`config.mk`:
```
export PLATFORM = sky130hd
export DESIGN_NAME = pulse_rate_ctrl
export DESIGN_NICKNAME = d
export VERILOG_FILES = /design/src/rtl/pulse_rate_ctrl.sv
export SDC_FILE = /design/constraint.sdc
export NUM_CORES = 1
export LEC_CHECK = 0
export ABC_AREA = 1
export CORE_MARGIN = 2
export CORE_UTILIZATION = 45
export DETAILED_ROUTE_END_ITERATION = 8
export GPL_ROUTABILITY_DRIVEN = 0
export PLACE_DENSITY_LB_ADDON = 0.15
export SLEW_MARGIN = 20
export SYNTH_ARGS = -nofsm -noshare
export SYNTH_HDL_FRONTEND = slang
export SYNTH_SLANG_ARGS = --single-unit
```
`constraint.sdc`:
```
create_clock -name clk -period 6.2 [get_ports clk]
set_clock_uncertainty 0.1 [all_clocks]
set_input_delay 1.24 -clock clk [delete_from_list [all_inputs] [get_ports clk]]
set_output_delay 1.24 -clock clk [all_outputs]
set_load 0.1 [all_outputs]
```
`src/rtl/pulse_rate_ctrl.sv`:
```
// pulse_rate_ctrl: run/pause/idle tick generator with four selectable periods and a toggling clk_out
module pulse_rate_ctrl #(
  parameter int P0 = 25000000,
  parameter int P1 = 12500000,
  parameter int P2 = 5000000,
  parameter int P3 = 2500000
) (
  input  logic       clk,
  input  logic       rst,
  input  logic       acc,
  input  logic       start,
  input  logic       stop,
  output logic       tick,
  output logic       clk_out,
  output logic [1:0] level,
  output logic       running,
  output logic       paused
);
  typedef enum logic [1:0] {IDLE, RUN, PAUSE} state_t;
  state_t state, state_n;
  logic [25:0] cnt, cnt_n, period, step_cnt;
  logic acc_q, start_q, stop_q, acc_e, start_e, stop_e, term, tick_n, clk_out_n;
  assign acc_e    = acc & ~acc_q;
  assign start_e  = start & ~start_q;
  assign stop_e   = stop & ~stop_q;
  assign period   = level == 2'd0 ? 26'(P0) : level == 2'd1 ? 26'(P1) : level == 2'd2 ? 26'(P2) : 26'(P3);
  assign term     = cnt >= period;
  assign step_cnt = term ? 26'd1 : cnt + 26'd1;
  assign running  = state == RUN;
  assign paused   = state == PAUSE;
  // Resuming from PAUSE takes a normal counting step on the resume cycle
  always_comb begin
    state_n   = state;
    cnt_n     = cnt;
    tick_n    = 1'b0;
    clk_out_n = clk_out;
    case (state)
      IDLE: begin
        cnt_n     = '0;
        clk_out_n = 1'b0;
        if (start_e && !stop_e) begin
          state_n = RUN;
          cnt_n   = 26'd1;
        end
      end
      RUN: begin
        if (stop_e) state_n = PAUSE;
        else if (acc_e) cnt_n = 26'd1;
        else begin
          tick_n    = term;
          cnt_n     = step_cnt;
          clk_out_n = clk_out ^ term;
        end
      end
      PAUSE: begin
        if (stop_e) begin
          state_n   = IDLE;
          cnt_n     = '0;
          clk_out_n = 1'b0;
        end else if (start_e) begin
          state_n   = RUN;
          tick_n    = term;
          cnt_n     = step_cnt;
          clk_out_n = clk_out ^ term;
        end
      end
      default: state_n = IDLE;
    endcase
  end
  // Edge registers reset high so inputs held across reset release give no edge
  always_ff @(posedge clk or posedge rst) begin
    if (rst) begin
      state   <= IDLE;
      cnt     <= '0;
      level   <= 2'd0;
      tick    <= 1'b0;
      clk_out <= 1'b0;
      acc_q   <= 1'b1;
      start_q <= 1'b1;
      stop_q  <= 1'b1;
    end else begin
      state   <= state_n;
      cnt     <= cnt_n;
      level   <= level + {1'b0, acc_e};
      tick    <= tick_n;
      clk_out <= clk_out_n;
      acc_q   <= acc;
      start_q <= start;
      stop_q  <= stop;
    end
  end
endmodule

```
==> metrics.cfg <==
[drt]
routedWlPerCell_um=12.8
dr.first_iter.drc_count=107
drt-met1-wl_um=3020
dr_wl_met2_um=2830
routed-via-count=2392
vias_per_cell=4.99
firstDrtPassIters=4
postRouteWirelength_um=6120
top_layer_used=met4
drt.antenna.violating_nets=0
drc=0
wl_met3_um=222

[synth]
synth_warnings=0
seq_area_frac_synth_pct=32.8
netlist_instances=389
synth_seq_cells=35
async_flop_share_pct=100
syn_nets=416
synth_ff_type=dfrtp_1
synth-edff-count=0
synth_cell_types=29
syn_area_um2=2680
avgSynthCellArea_um2=6.90

[critical_path]
cp_num_buf_inv=3
crit_required_ns=6.30
arrival_ns=3.89
start_kind=input port
r2r-end=cnt[19]
crit_fanout=25
cpMaxStageDelayCell=inv_1
rrSetupSlack_ns=3.34
path_class=input port to flop
cp-endpoint=cnt[19]
crit_chain=clkdlybuf4s50_1 -> inv_1 -> nor2_1 -> nor2_1 -> nand2_1 -> nand3_1 -> inv_1 -> nand3_1 -> nor2_4 -> nand2_1 -> o21ai_0
cp-startpoint=stop
critical-path-top-delay-family=simple AND/OR/NAND/NOR gates
cpPeakStageDelay_ns=0.54
reg2reg_depth=11
cp.depth=11
endpoint_kind=flop
reg2reg_from=state[0]

[power]
pwr_density_cell_nw_per_um2=316
p_switching_uw=459
p_clk_share_pct=19.5
pwr-share-seq_pct=30.1
p_int_uw=476
p_comb_share_pct=50.3
p_leak_uw=0.00155
vdd_ir_drop_max_uv=364
switching_share_pct=49.1

[layout]
drive_above_1_share_pct=4.70
diodes=0
fin_util_pct=50.6
area_delta_synth_final_pct=10.3
nNetsFinal=430
final_cells=479
layout_commonest_cell=nand2_1
fillers=587
final_cell_mix=nand2_1, inv_1, nor2_1, dfrtp_1, nand3_1

[global_routing]
grt_pass1_vias=2304
grt_pass1_wl_um=10900
track_usage_pct=21.6
antenna_found_initial=0
grt.overflow.total=0
grt_max_degree=36

[timing]
period_share_pct=61.2
period_needed_ns=3.79
rsz0062_at_grt=false
fmax_mhz=264
fin_setup_tns_ns=0
worst_slew_pin_slew_ns=0.977
hold_viol_final=0
whs_ns=0.468
drv_slew=0
relSlewSlack_pct=34.6
finalSetupViolations=0

[run]
drv_cap=0

[place]
place_hpwl_um=4850
place_inst=471
port_buffers=10

[floorplanning]
floorplan.io_pins=11
die_area_um2=6600
dieWidth_um=81.2
rows=28
start_util_pct=45.9
dieHeight_um=81.2
coreArea_um2=5850

[run_status]
status=finished clean

[clocking]
cts.sinks=35
clkLatencyLatePin_ns=0.28
cts_tree=done
clock_path_buffers=2
cts_made_buffers=5
clkTransAtPathRegs_ns=0.07
cts_root_buf=clkbuf_8
hold_buffers=0
cts_resized=0
htree_levels=2
cts_setup_buffers=0

[min_path]
min_path_type=flop to flop
whs_path_depth=3

through the flow:
stage	power, uW	cell area (um^2)	setup slack [ns]
5_1_grt	1020	2960	2.01
2_1_floorplan	654	2680	3.39
3_3_place_gp	753	2850	2.21
3_5_place_dp	756	2850	2.14
6_report	935	2960	2.41
4_1_cts	946	2960	2.44
power groups by stage:
stage,registers (uW),logic (uW),clock network [uW]
final,282,471,183
after CTS,283,473,190
after floorplan,325,328,0
after detailed placement,287,469,0
after global routing,288,535,198
after global placement,287,466,0
per-layer routing:
layer,up-vias,track usage (%)
met1,1088,30.6
li1,1260,-
met4,0,7.12
met5,-,0
met2,40,33.7
met3,4,3.11
tightest hold or removal path, delay by kind of cell, from the launching register on:
kind / cells / cell delay [ns]
flip-flops: 1 / 0.35
AND/OR/NAND/NOR: 2 / 0.14
buffers and inverters: 1 / 0.05
flip-flops by register name, indices dropped and copies added (netlist names):
signal   cells
cnt         26
level        2
state        2
acc_q        1
clk_out      1
start_q      1
stop_q       1
tick         1
worst min-delay path by stage:
stage | startpoint | end | slack, ns
2_1_floorplan | cnt[6] | cnt[6] | 0.40
3_3_place_gp | clk_out | clk_out | 0.46
3_5_place_dp | clk_out | clk_out | 0.46
4_1_cts | clk_out | clk_out | 0.47
5_1_grt | cnt[20] | cnt[20] | 0.53
6_report | clk_out | clk_out | 0.47
synthesized netlist by cell type (all sizes together), types with 2 or more instances:
master    n  area [um^2]
o21a      2         15.0
nand4     8         56.3
dfrtp    32          801
inv      70          263
o22ai     2         12.5
a21boi    2         15.0
nor3      9         56.3
clkbuf    2         7.51
nand3    26          130
o21ai    23          115
nand2   109          409
dfstp     3         78.8
nor4      3         18.8
ha       22          275
buf       2         22.5
o21bai    2         15.0
a21oi    10         50.1
xor2     15          131
nor2     40          158
or2       2         12.5
logic make-up after synthesis:
group | after synthesis | share of synthesized area [%]
flops | 35 | 32.8
xor+xnor | 15 | 4.90
buf+inv | 74 | 10.9
compound gates | 45 | 9.51
simple gates | 198 | 31.6
fa+ha+maj | 22 | 10.3
layout make-up:
class / count / area, um^2 / area share [%]
multi-input cells: 280 / 1510 / 51.1
flip-flops and latches: 35 / 880 / 29.7
clock inverters: 1 / 7.51 / 0.254
well taps: 75 / 93.8 / 3.17
clock buffers: 7 / 96.3 / 3.26
inverters: 70 / 263 / 8.88
repair buffers: 11 / 108 / 3.64
Note: power is estimated with default switching activity, not from simulation.
